==> src/rtl/im_pkg.sv <==
// Shared instruction-memory definitions.
// Used by the loader and by the instruction memory itself.
package im_pkg;

  localparam int IM_DEPTH  = 256;
  localparam int IM_ADDR_W = 8;
  localparam int IM_WORD_W = 32;

  typedef enum logic [1:0] {
    IDLE,
    LOAD,
    LAST,
    DONE
  } im_ld_state_t;

endpackage

==> src/rtl/im_word_packer.sv <==
// Big-endian byte-to-word packer.
// The first byte of a word lands in bits 31:24.
module im_word_packer
  import im_pkg::*;
(
  input  logic        clk,
  input  logic        rst_n,
  input  logic        clear,
  input  logic        byte_valid,
  input  logic [7:0]  byte_data,
  output logic        word_valid,
  output logic [31:0] word
);

  logic [1:0]  idx_q, idx_d;
  logic [31:0] pack_q, pack_d;

  // The word completes on byte 3; it is formed from the live byte.
  always_comb begin
    word       = pack_q;
    word[7:0]  = byte_data;
    word_valid = byte_valid && (idx_q == 2'd3);
  end

  // Route the accepted byte into its field.
  always_comb begin
    idx_d  = idx_q;
    pack_d = pack_q;
    if (clear) begin
      idx_d  = 2'd0;
      pack_d = '0;
    end else if (byte_valid) begin
      idx_d = idx_q + 2'd1;
      unique case (idx_q)
        2'd0: pack_d[31:24] = byte_data;
        2'd1: pack_d[23:16] = byte_data;
        2'd2: pack_d[15:8]  = byte_data;
        2'd3: pack_d[7:0]   = byte_data;
      endcase
    end
  end

  // Byte index and partial-word register.
  always_ff @(posedge clk or negedge rst_n) begin
    if (!rst_n) begin
      idx_q  <= 2'd0;
      pack_q <= '0;
    end else begin
      idx_q  <= idx_d;
      pack_q <= pack_d;
    end
  end

endmodule

==> src/rtl/im_loader.sv <==
// Instruction-memory loader: byte stream in, word writes out.
// Keeps the core in reset until the full image is written.
module im_loader
  import im_pkg::*;
#(
  parameter int DEPTH  = IM_DEPTH,
  parameter int ADDR_W = IM_ADDR_W,
  parameter int WORD_W = IM_WORD_W
) (
  input  logic              clk,
  input  logic              rst_n,
  input  logic              start,
  input  logic [ADDR_W:0]   load_len,
  input  logic              abort,
  input  logic              in_valid,
  input  logic [7:0]        in_data,
  output logic              in_ready,
  output logic              wr_en,
  output logic [ADDR_W-1:0] wr_addr,
  output logic [WORD_W-1:0] wr_data,
  output logic              cpu_hold,
  output logic              done,
  output logic [ADDR_W:0]   word_cnt
);

  localparam int CNT_W = $clog2(DEPTH) + 1;

  im_ld_state_t state_q, state_d;

  logic              wr_en_q, wr_en_d;
  logic [ADDR_W-1:0] wr_addr_q, wr_addr_d;
  logic [WORD_W-1:0] wr_data_q, wr_data_d;
  logic              hold_q, hold_d;
  logic              done_q, done_d;
  logic [CNT_W-1:0]  cnt_q, cnt_d;
  logic [CNT_W-1:0]  len_q, len_d;

  logic        accept;
  logic        clear;
  logic        word_valid;
  logic [31:0] word;

  // Abort wins over a byte offered in the same cycle.
  always_comb begin
    in_ready = (state_q == LOAD) && !abort;
    accept   = in_valid && in_ready;
  end

  im_word_packer u_packer (
    .clk        (clk),
    .rst_n      (rst_n),
    .clear      (clear),
    .byte_valid (accept),
    .byte_data  (in_data),
    .word_valid (word_valid),
    .word       (word)
  );

  // Next-state and registered-output decode.
  always_comb begin
    state_d   = state_q;
    wr_en_d   = 1'b0;
    wr_addr_d = wr_addr_q;
    wr_data_d = wr_data_q;
    hold_d    = hold_q;
    done_d    = done_q;
    cnt_d     = cnt_q;
    len_d     = len_q;
    clear     = 1'b0;
    unique case (state_q)
      IDLE, DONE: begin
        if (start) begin
          clear = 1'b1;
          len_d = load_len;
          cnt_d = '0;
          if (load_len == '0) begin
            state_d = DONE;
            done_d  = 1'b1;
            hold_d  = 1'b0;
          end else begin
            state_d = LOAD;
            done_d  = 1'b0;
            hold_d  = 1'b1;
          end
        end
      end
      LOAD: begin
        if (abort) begin
          state_d = IDLE;
          clear   = 1'b1;
        end else if (word_valid) begin
          wr_en_d   = 1'b1;
          wr_addr_d = cnt_q[ADDR_W-1:0];
          wr_data_d = word;
          cnt_d     = cnt_q + 1'b1;
          if (cnt_q == len_q - 1'b1)
            state_d = LAST;
        end
      end
      LAST: begin
        if (abort) begin
          state_d = IDLE;
          clear   = 1'b1;
        end else begin
          state_d = DONE;
          done_d  = 1'b1;
          hold_d  = 1'b0;
        end
      end
      default: state_d = IDLE;
    endcase
  end

  // State and output registers.
  always_ff @(posedge clk or negedge rst_n) begin
    if (!rst_n) begin
      state_q   <= IDLE;
      wr_en_q   <= 1'b0;
      wr_addr_q <= '0;
      wr_data_q <= '0;
      hold_q    <= 1'b1;
      done_q    <= 1'b0;
      cnt_q     <= '0;
      len_q     <= '0;
    end else begin
      state_q   <= state_d;
      wr_en_q   <= wr_en_d;
      wr_addr_q <= wr_addr_d;
      wr_data_q <= wr_data_d;
      hold_q    <= hold_d;
      done_q    <= done_d;
      cnt_q     <= cnt_d;
      len_q     <= len_d;
    end
  end

  assign wr_en    = wr_en_q;
  assign wr_addr  = wr_addr_q;
  assign wr_data  = wr_data_q;
  assign cpu_hold = hold_q;
  assign done     = done_q;
  assign word_cnt = cnt_q;

endmodule
==> config.mk <==
export PLATFORM = sky130hd
export DESIGN_NAME = im_loader
export DESIGN_NICKNAME = d
export VERILOG_FILES = /design/src/rtl/im_pkg.sv /design/src/rtl/im_word_packer.sv /design/src/rtl/im_loader.sv
export SDC_FILE = /design/constraint.sdc
export NUM_CORES = 1
export LEC_CHECK = 0
export ABC_AREA = 1
export BUFFER_PORTS_ARGS = -buffer_cell sky130_fd_sc_hd__buf_2
export CAP_MARGIN = 0
export CORE_UTILIZATION = 55
export CTS_BUF_LIST = sky130_fd_sc_hd__clkbuf_16
export CTS_CLUSTER_DIAMETER = 50
export DETAILED_ROUTE_END_ITERATION = 7
export MAX_ROUTING_LAYER = met4
export PLACE_DENSITY = 0.85
export SLEW_MARGIN = 25
export SYNTH_ARGS = -nofsm -noshare
export SYNTH_HDL_FRONTEND = slang
export SYNTH_SLANG_ARGS = --single-unit
==> constraint.sdc <==
create_clock -name clk -period 1.9 [get_ports clk]
set_input_delay 0.19 -clock clk [delete_from_list [all_inputs] [get_ports clk]]
set_output_delay 0.19 -clock clk [all_outputs]
set_load 0.005 [all_outputs]
==> impl_metrics.json <==
{
  "cp_cell_sequence": "inv_1, ha_2, inv_2, nor2_4, nand3_2, o21ai_1, nand2_2, buf_4, nor3_4, a21oi_1, nor3_1",
  "die_y_um": 87.83,
  "yosysSeqAreaShare_pct": 55.00,
  "synth_edf_count": 0,
  "cts_tree": "built",
  "core_area_um2": 6944,
  "crit_fanout": 8,
  "finalHoldViolCount": 0,
  "grt_remaining_overflow": 0,
  "cts_buffers": 9,
  "yosysTopAreaCellShare_pct": 54.35,
  "dpl.hpwl_um": 6400,
  "p_total_w": 0.006759,
  "vias": 3506,
  "critPathLaunchType": "flip-flop",
  "drc": 0,
  "synthesis.area_um2": 4051,
  "grt_pass1_vias": 3243,
  "worstMarginPinSlew_ns": 0.5038,
  "critPathTopFamily": "simple AND/OR/NAND/NOR gates",
  "ys_ff_latch": 89,
  "synthArstFlopShare_pct": 100.0,
  "synthToLayoutAreaGrowth_pct": 23.01,
  "critPathKind": "flip-flop to flip-flop",
  "grt_pass1_wl_um": 15040,
  "ios": 75,
  "leakage_nw": 2.676,
  "synth_fp_nets": 506,
  "ir_drop_mv": 0.9606,
  "clk_pin_slew_ns": 0.07,
  "ant_nets": 0,
  "fin_cells": 670,
  "fin_worst_skew_ns": 0.007139,
  "clkLatencyLatePin_ns": 0.34,
  "worst-path-buf-inv": 3,
  "fin_crit_ns": 1.885,
  "dieArea_um2": 7713,
  "max_freq_mhz": 530.6,
  "grt_usage_pct": 26.47,
  "swShare_pct": 37.81,
  "worstHoldPathType": "input port to flip-flop",
  "cp_slowest_stage_delay_ns": 0.41,
  "gp_congestion": 0.8734,
  "drv_cap": 0,
  "arrival_ns": 2.13,
  "drive_above_1_share_pct": 24.22,
  "syn_inst": 476,
  "ys_top_cells_by_area": "dfrtp_1 54%, nand2_1 14%, o21ai_0 6.9%",
  "intPower_w": 0.004203,
  "p_switching_w": 0.002556,
  "antennaDiodeCount": 0,
  "drv_slew": 0,
  "routedWlPerCell_um": 13.79,
  "synth.largest_area_cell": "dfrtp_1",
  "grt_max_degree": 47,
  "layout.nets": 599,
  "antenna_found_initial": 0,
  "routed_wl_um": 9237,
  "rows": 30,
  "yosysWarningCount": 0,
  "synth.most_common_cell": "nand2_1",
  "drt_pass1_iterations": 5,
  "cts.sinks": 89,
  "fp.dieW_um": 87.83,
  "clkPwrFrac_pct": 27.1,
  "rsz0062_at_grt": "true",
  "synthFlopType": "dfrtp_1",
  "synth_cell_type_count": 33,
  "final_area_um2": 4984,
  "sequentialPowerShare_pct": 37.6,
  "crit_slowest_cell": "dfrtp_1",
  "setup_viol_count_final": 0,
  "yosys-top-cells-count": "147 x nand2_1, 88 x dfrtp_1, 60 x inv_1",
  "io_buffers": 74,
  "dpl.cell_count": 647,
  "start_util_pct": 58.34,
  "post_dp_cell_area_um2": 4587,
  "outcome": "finished clean",
  "relSlewSlack_pct": 66.41,
  "drt-initial-drc-count": 283,
  "whs_ns": 0.1166,
  "crit_required_ns": 2.15,
  "power.density_nw_per_um2": 1356,
  "cts-htree-levels": 3,
  "vias_per_cell": 5.233,
  "finalCritPeriodShare_pct": 99.19,
  "avgSynthCellArea_um2": 8.511,
  "pwr-share-comb_pct": 35.3,
  "ctsLongestPathBuffers": 2,
  "endpoint_kind": "flip-flop",
  "cts-root-buf": "clkbuf_16"
}
## path summary, 6_finish.rpt
kind | end | slack [ns] | depth (start not counted) | startpoint
worst max-delay path | word_cnt[4]$_DFFE_PN0P_ | 0.02 | 11 | state_q[1]$_DFFE_PN0P_
worst min-delay path | len_q[6]$_DFFE_PN0P_ | 0.12 | 3 | load_len[6]
worst max register to register | word_cnt[4]$_DFFE_PN0P_ | 0.02 | 11 | state_q[1]$_DFFE_PN0P_
worst min register to register | wr_data[22]$_DFFE_PN0P_ | 0.48 | 2 | u_packer.pack_q[22]$_DFFE_PN0P_
max in group asynchronous | wr_data[2]$_DFFE_PN0P_ | 0.84 | 3 | rst_n
min in group asynchronous | wr_addr[2]$_DFFE_PN0P_ | 0.37 | 2 | rst_n
## final cells by class
class,instances,area [µm²]
inverters,63,239.0
clock inverters,7,87.58
repair buffers,94,525.5
multi-input cells,312,1558
clock buffers,9,225.2
well taps,96,120.1
fillers,491,1961
flip-flops and latches,89,2228
## per-layer routing
layer | GRT usage [%] | share of wire [%] | up-vias
met5 | - | 0 | -
met3 | 5.278 | 5.7 | 19
met4 | 8.793 | 1.7 | 0
met1 | 35.29 | 45 | 1667
met2 | 40.73 | 48 | 125
li1 | - | - | 1695
## state kept, by name, indices dropped and copies added, names as in the netlist
signal and flops:
u_packer.pack_q 24, len_q 9, wr_en 1, done 1, state_q 2, wr_addr 8, word_cnt 9, cpu_hold 1
wr_data 32, u_packer.idx_q 2
## cell families after synthesis
family | synth area share, %
and+or+nand+nor | 22.55
DFF | 55.00
buffers and inverters | 7.196
AOI/OAI and AO/OA | 9.419
muxes | 2.502
adders and majority gates | 2.471
xor gates and xnor gates | 0.8649
## what timing repair did
action	in CTS	in global routing
gates resized for setup	2	11
hold buffers	1	0
endpoints found under the setup margin	2	23
endpoints found under the hold margin	37	0
buffers inserted	0	6
pin swaps	0	3
## power groups by stage
stage               sequential (W)  clock, W  combinational [W]
floorplan                  0.00248         0            0.00159
finish                     0.00254   0.00183            0.00239
detailed placement         0.00256         0            0.00217
global placement           0.00254         0            0.00209
CTS                        0.00253   0.00185            0.00223
global route               0.00258   0.00193            0.00270
## worst register-to-register path, stage by stage (launching register included)
cell     delay, ns
dfrtp_1       0.41
inv_1         0.07
ha_2          0.17
inv_2         0.06
nor2_4        0.14
nand3_2       0.11
o21ai_1       0.12
nand2_2       0.14
buf_4         0.17
nor3_4        0.12
a21oi_1       0.11
nor3_1        0.17
## placed cells by master, fill, tap and decap left out, drive strengths merged
cell / synthesis / final
clkinvlp: 0 / 2
o31ai: 2 / 2
nand4: 3 / 3
a211oi: 1 / 1
buf: 3 / 93
nor3: 7 / 7
nor3b: 2 / 2
dfrtp: 88 / 88
inv: 62 / 65
a21oi: 8 / 8
xnor2: 2 / 2
clkinv: 1 / 2
o21ai: 60 / 60
ha: 8 / 8
mux2: 9 / 9
o21a: 1 / 1
clkbuf: 9 / 9
xor2: 2 / 2
dfstp: 1 / 1
bufinv: 0 / 1
nor4: 1 / 1
nor2: 37 / 37
nand2: 149 / 149
dlygate4sd3: 0 / 1
nand3: 20 / 20
## stage by stage
| step | TNS [ns] | setup slack, ns | utilization, % |
|---|---|---|---|
| 2_1_floorplan | 0 | 0.1666 | - |
| 3_3_place_gp | 0 | 0.09009 | 66.05 |
| 3_5_place_dp | 0 | 0.03557 | 66.05 |
| 4_1_cts | 0 | 0.02097 | 70.77 |
| 5_1_grt | -0.5582 | -0.08162 | 71.77 |
| 6_report | 0 | 0.01543 | 71.77 |
(Power assumes the default switching activity.)
